## src/rtl/branch_predict_track.sv

```systemverilog
// ---------------------------------------------------------------------------
// branch_predict_track
//
// Carries the branch-prediction context of every fetched instruction
// (prediction bit, BHT index, PHT index) alongside the main pipeline through
// the Decode, Execute and Memory stage registers.
//   - Execute: compares the carried prediction with the resolved direction
//     and raises mispredictE (combinational) for the hazard unit.
//   - Memory: presents a one-shot training bundle (branchM, BHT_indexM,
//     PHT_indexM, takenM) for the local branch predictor. A stalled M stage
//     trains exactly once.
//
// Optional feature macro: BP_PERF_CNT_EN
//   When defined, adds two saturating 32-bit performance counters
//   (perf_branches, perf_mispredicts). When undefined, those ports and the
//   counter logic do not exist.
//
// Ports
//   clk                    rising-edge clock
//   rst                    asynchronous reset, active low
//   pcF, predict_takeF,    Fetch PC, predictor output and selected history
//   BHRF
//   stallD/E/M             hold the respective stage register
//   flushD/E/M             invalidate the respective stage register
//                          (flush has priority over stall)
//   branchD                Decode marks a conditional branch
//   actual_takenE          resolved branch direction in Execute
//   predict_takeD/E        carried prediction for the redirect mux
//   mispredictE            valid branch in E whose prediction was wrong
//   branchM                one-cycle training strobe
//   BHT_indexM, PHT_indexM training indices from the M stage
//   takenM                 resolved direction of the M-stage branch
//   perf_branches,         performance counters (BP_PERF_CNT_EN only)
//   perf_mispredicts
// ---------------------------------------------------------------------------
module branch_predict_track #(
    parameter int PHT_INDEX_BITS = 7,
    parameter int BHT_INDEX_BITS = 3,
    parameter int BHR_BITS       = 4,
    parameter int PC_TAIL        = 2
) (
    input  logic                      clk,
    input  logic                      rst,
    input  logic [31:0]               pcF,
    input  logic                      predict_takeF,
    input  logic [BHR_BITS-1:0]       BHRF,
    input  logic                      stallD,
    input  logic                      stallE,
    input  logic                      stallM,
    input  logic                      flushD,
    input  logic                      flushE,
    input  logic                      flushM,
    input  logic                      branchD,
    input  logic                      actual_takenE,
    output logic                      predict_takeD,
    output logic                      predict_takeE,
    output logic                      mispredictE,
    output logic                      branchM,
    output logic [BHT_INDEX_BITS-1:0] BHT_indexM,
    output logic [PHT_INDEX_BITS-1:0] PHT_indexM,
    output logic                      takenM
`ifdef BP_PERF_CNT_EN
    ,
    output logic [31:0]               perf_branches,
    output logic [31:0]               perf_mispredicts
`endif
);

    localparam int PC_PART_BITS = PHT_INDEX_BITS - BHR_BITS;

    // -----------------------------------------------------------------------
    // Fetch-side index formation
    // -----------------------------------------------------------------------
    logic [BHT_INDEX_BITS-1:0] bht_idx_f;
    logic [PHT_INDEX_BITS-1:0] pht_idx_f;

    assign bht_idx_f = pcF[BHT_INDEX_BITS-1:0];
    // PHT index = selected PC slice above the instruction alignment bits,
    // concatenated with the local history of this branch.
    assign pht_idx_f = {pcF[PC_TAIL+PC_PART_BITS-1:PC_TAIL], BHRF};

    // Only a slice of the PC participates in the indices.
    logic unused_pc;
    assign unused_pc = ^pcF;

    // -----------------------------------------------------------------------
    // Decode stage register
    // -----------------------------------------------------------------------
    logic                      valid_d_reg;
    logic                      pred_d_reg;
    logic [BHT_INDEX_BITS-1:0] bht_d_reg;
    logic [PHT_INDEX_BITS-1:0] pht_d_reg;

    always_ff @(posedge clk or negedge rst) begin
        if (!rst) begin
            valid_d_reg <= 1'b0;
            pred_d_reg  <= 1'b0;
            bht_d_reg   <= '0;
            pht_d_reg   <= '0;
        end else if (flushD) begin
            valid_d_reg <= 1'b0;
        end else if (!stallD) begin
            // Fetch always presents a valid instruction.
            valid_d_reg <= 1'b1;
            pred_d_reg  <= predict_takeF;
            bht_d_reg   <= bht_idx_f;
            pht_d_reg   <= pht_idx_f;
        end
    end

    // -----------------------------------------------------------------------
    // Execute stage register
    // -----------------------------------------------------------------------
    logic                      valid_e_reg;
    logic                      pred_e_reg;
    logic                      is_branch_e_reg;
    logic [BHT_INDEX_BITS-1:0] bht_e_reg;
    logic [PHT_INDEX_BITS-1:0] pht_e_reg;

    always_ff @(posedge clk or negedge rst) begin
        if (!rst) begin
            valid_e_reg     <= 1'b0;
            pred_e_reg      <= 1'b0;
            is_branch_e_reg <= 1'b0;
            bht_e_reg       <= '0;
            pht_e_reg       <= '0;
        end else if (flushE) begin
            valid_e_reg     <= 1'b0;
        end else if (!stallE) begin
            valid_e_reg     <= valid_d_reg;
            pred_e_reg      <= pred_d_reg;
            is_branch_e_reg <= branchD;
            bht_e_reg       <= bht_d_reg;
            pht_e_reg       <= pht_d_reg;
        end
    end

    // -----------------------------------------------------------------------
    // Memory stage register
    // -----------------------------------------------------------------------
    logic                      valid_m_reg;
    logic                      pred_m_reg;
    logic                      is_branch_m_reg;
    logic                      taken_m_reg;
    logic                      done_m_reg;
    logic [BHT_INDEX_BITS-1:0] bht_m_reg;
    logic [PHT_INDEX_BITS-1:0] pht_m_reg;
    logic                      branch_m;

    always_ff @(posedge clk or negedge rst) begin
        if (!rst) begin
            valid_m_reg     <= 1'b0;
            pred_m_reg      <= 1'b0;
            is_branch_m_reg <= 1'b0;
            taken_m_reg     <= 1'b0;
            done_m_reg      <= 1'b0;
            bht_m_reg       <= '0;
            pht_m_reg       <= '0;
        end else if (flushM) begin
            valid_m_reg     <= 1'b0;
            done_m_reg      <= 1'b0;
        end else if (!stallM) begin
            valid_m_reg     <= valid_e_reg;
            pred_m_reg      <= pred_e_reg;
            is_branch_m_reg <= is_branch_e_reg;
            taken_m_reg     <= actual_takenE;
            done_m_reg      <= 1'b0;
            bht_m_reg       <= bht_e_reg;
            pht_m_reg       <= pht_e_reg;
        end else if (branch_m) begin
            // Held branch has already trained once; suppress repeats.
            done_m_reg      <= 1'b1;
        end
    end

    // -----------------------------------------------------------------------
    // Outputs
    // -----------------------------------------------------------------------
    assign branch_m      = valid_m_reg & is_branch_m_reg & ~done_m_reg;
    assign branchM       = branch_m;
    assign mispredictE   = valid_e_reg & is_branch_e_reg & (pred_e_reg ^ actual_takenE);
    assign predict_takeD = pred_d_reg;
    assign predict_takeE = pred_e_reg;
    assign BHT_indexM    = bht_m_reg;
    assign PHT_indexM    = pht_m_reg;
    assign takenM        = taken_m_reg;

`ifdef BP_PERF_CNT_EN
    // -----------------------------------------------------------------------
    // Saturating performance counters, advanced by each training strobe
    // -----------------------------------------------------------------------
    logic [31:0] perf_branches_reg;
    logic [31:0] perf_mispredicts_reg;

    always_ff @(posedge clk or negedge rst) begin
        if (!rst) begin
            perf_branches_reg    <= '0;
            perf_mispredicts_reg <= '0;
        end else if (branch_m) begin
            if (perf_branches_reg != 32'hFFFF_FFFF) begin
                perf_branches_reg <= perf_branches_reg + 32'd1;
            end
            if ((pred_m_reg != taken_m_reg) && (perf_mispredicts_reg != 32'hFFFF_FFFF)) begin
                perf_mispredicts_reg <= perf_mispredicts_reg + 32'd1;
            end
        end
    end

    assign perf_branches    = perf_branches_reg;
    assign perf_mispredicts = perf_mispredicts_reg;
`endif

endmodule

```

## config.mk

```make
export PLATFORM = sky130hd
export DESIGN_NAME = branch_predict_track
export DESIGN_NICKNAME = d
export VERILOG_FILES = /design/src/rtl/branch_predict_track.sv
export SDC_FILE = /design/constraint.sdc
export NUM_CORES = 1
export LEC_CHECK = 0
export CAP_MARGIN = 20
export CORE_MARGIN = 2
export CORE_UTILIZATION = 50
export DETAILED_ROUTE_END_ITERATION = 6
export DONT_BUFFER_PORTS = 1
export SETUP_SLACK_MARGIN = 0.02
export SYNTH_ARGS = -nofsm -noshare
export SYNTH_HDL_FRONTEND = slang
export SYNTH_SLANG_ARGS = --single-unit
```

## constraint.sdc

```tcl
create_clock -name clk -period 0.9 [get_ports clk]
set_input_delay 0.18 -clock clk [delete_from_list [all_inputs] [get_ports clk]]
set_output_delay 0.18 -clock clk [all_outputs]
set_load 0.1 [all_outputs]
```

==> summary.md <==
| Metric | Value |
|---|---|
| Setup tns final | -5.69 ns |
| Crit start category | flip-flop |
| Yosys top cell area share | 0.634 |
| Worst stage delay on the critical path | between 0.4 and 0.5 ns |
| Row cnt | 19 |
| Fin area | 2150 µm² |
| Number of global-route vias before repair | a little under 1000 |
| DIE HEIGHT | approximately 57 µm |
| Global route overflow | 0 |
| WL per Instance | ~17 µm |
| GPL Wtd Cong | 0.710 |
| Fmax | ~650 MHz |
| CTS tree | done |
| Crit-path slowest cell | dfrtp_4 |
| Critical Path AT | roughly 1.4 ns |
| Worst-margin pin slew | 0.115 ns |
| Worst vdd rail ir drop | between 2 and 3 mV |
| Hold slack | -0.484 ns |
| Critical Path Stages | 3 |
| Required @ worst endpoint | 0.72 ns |
| Most common cell after layout, fill and taps aside | dfrtp_1 |
| Pleak | between 0.9 and 1 nW |
| Largest net degree at the start of global routing | 37 |
| Relative slew margins | 0.921 |
| Final hold violations | 36 |
| Failing checks | negative hold slack, negative setup slack |
| Min cycle time layout | 1.54 ns |
| Clock transition at path regs | 0.11 ns |
| Synth Cell Area | around 1400 µm² |
| Final Worst Setup Slack | -0.641 ns |
| Core area | 2730 µm² |
| Mapped Cells | 86 |
| Reg-to-Reg End | predict_takeE$_DFFE_PN0P_ |
| Vias | 834 |
| Share of cells above drive strength 1 | 0.614 |
| Die Wd | 57.3 µm |
| TritonCTS buffer count | 5 |
| Area growth syn-to-layout | 51.1% |
| CP max FO | 2 |
| Yosys warnings | 0 |
| Outcome | finished, violations left |
| Final Power | 5.99 mW |
| CTS Root Cell | clkbuf_4 |
| Worst min-delay path class | in -> async |
| Area leader, netlist | dfrtp_1 |
| DRC | 0 |
| First-pass GRT wire length | 4.84 mm |
| Initial DRC Count | 9 |
| RSZ-0062 raised after global routing | true |
| CP Capture Point | mispredictE |
| Initial antenna violation count | 0 |
| Synth unique cells | 15 |
| Initial Util | 0.520 |
| DP Worst Slack | -0.241 ns |
| DRT Pass-1 Iters | 2 |
| Fin nets | 178 |
| Max-slew violations | 0 |
| Layout Utilization | 0.785 |
| Post-detail-place hpwl | 1.53 mm |
| Seq/Total Area, Yosys | 0.634 |
| Crit. Startpoint | predict_takeE$_DFFE_PN0P_ |
| Clk_skew | 0.0107 ns |
| Post-route antenna net violation count | 0 |
| CTS Hold Bufs | 17 |
| Reg2Reg Depth | 4 |
| Vias/cell | 5.12 |
| # port buffers | 0 |
| Die area | 3290 µm² |
| Final WL | 2.75 mm |
| Period utilisation layout | 1.71 |
| CP delay by family, top | flip-flops |
| Max clock buf depth | 2 |
| Post-synthesis net count | approximately 130 |
| Reg-to-reg critical path startpoint | predict_takeE$_DFFE_PN0P_ |
| Area after DPL | between 1500 and 2000 µm² |
| Highest-count cells in the layout ignoring fill and taps | dfrtp_1 (24), mux2_2 (21), dlygate4sd3_1 (17), buf_12 (17), dfrtp_4 (12) |
| Htree depth | 2 |
| MaxCap Viol Count | 0 |
| Non-filler cells, final | 163 |
| Mean Syn Cell Area | 16.5 µm² |
| Worst path buffer plus inverter count | 1 |
| Clk_lat worst skew | 0.34 ns |
| CP Class | reg -> out |
| Crit-path cells | xor2_1 -> and3_4 -> buf_12 |
| Diode count | 0 |
| Crit. End Element | output port |
| Synth top area cells | dfrtp_1 (63%), mux2_2 (17%), mux2_4 (11%) |
| Placed Cells | 133 |
| Power density cells | between 2000 and 3000 nW/µm² |
| Yosys reg bits | 36 |
| Total GRT Usage | 0.202 |
| Worst reg-to-reg setup slack | -0.36 ns |
| Final Setup Violations | 19 |
| Top Ports | 62 |
| Sink Count | 36 |
==> layer usage <==
metal / vias to the layer above / part of all wire / wire length [µm] / track usage
met5: - / 0 / 0 / 0
met4: 0 / 0.023 / 63 / 0.110
met3: 8 / 0.050 / 137 / 0.0476
met2: 23 / 0.52 / 1440 / 0.340
met1: 413 / 0.40 / 1110 / 0.241
li1: 390 / - / - / -
==> cells in the mapped netlist <==
library cell  count
inv_1             1
and3_1            1
nor2_4            1
nor2_1            4
nor2_2            1
buf_4             1
xor2_1            1
nand2_1           1
mux2i_1           2
buf_6             2
a21oi_1           2
dfrtp_1          36
nor3b_1           1
mux2_4           10
mux2_2           22
==> repair_timing <==
action,in CTS,in global routing
resized for setup,36,4
pin swaps,1,1
hold endpoints to repair,52,36
setup endpoints to repair,17,30
setup buffers,4,1
gates cloned,0,0
==> cell families after synthesis <==
logic type / share of synthesized area
buffers and inverters: 0.0238
AOI/OAI and AO/OA: 0.00704
muxes: 0.294
DFF: 0.634
and+or+nand+nor: 0.0352
xor gates and xnor gates: 0.00616
==> layout make-up <==
type                    instances  area [µm²]
flip-flops and latches         36         946
fillers                       150         587
well taps                      31        38.8
clock buffers                   8        58.8
inverters                       1        3.75
repair buffers                 41         578
multi-input cells              46         522
==> how the worst min path moves through the flow <==
stage	start	endpoint	slack (ns)	depth (start not counted)
floorplan	rst	bht_d_reg[0]$_DFFE_PN0P_	-0.12	0
global placement	rst	valid_m_reg$_DFFE_PN0P_	-0.11	0
global route	rst	is_branch_m_reg$_DFFE_PN0P_	-0.52	0
detailed placement	rst	valid_m_reg$_DFFE_PN0P_	-0.11	0
finish	rst	valid_m_reg$_DFFE_PN0P_	-0.48	0
CTS	rst	predict_takeD$_DFFE_PN0P_	-0.49	0
==> power breakdown <==
part           switching [mW]  total, mW  leakage, nW  internal, mW
Combinational            1.59       2.76        0.471          1.16
Clock                   0.508      0.894       0.0326         0.386
Sequential              0.281       2.34        0.420          2.06
Total                    2.38       5.99        0.923          3.61
(Power assumes the default switching activity.)
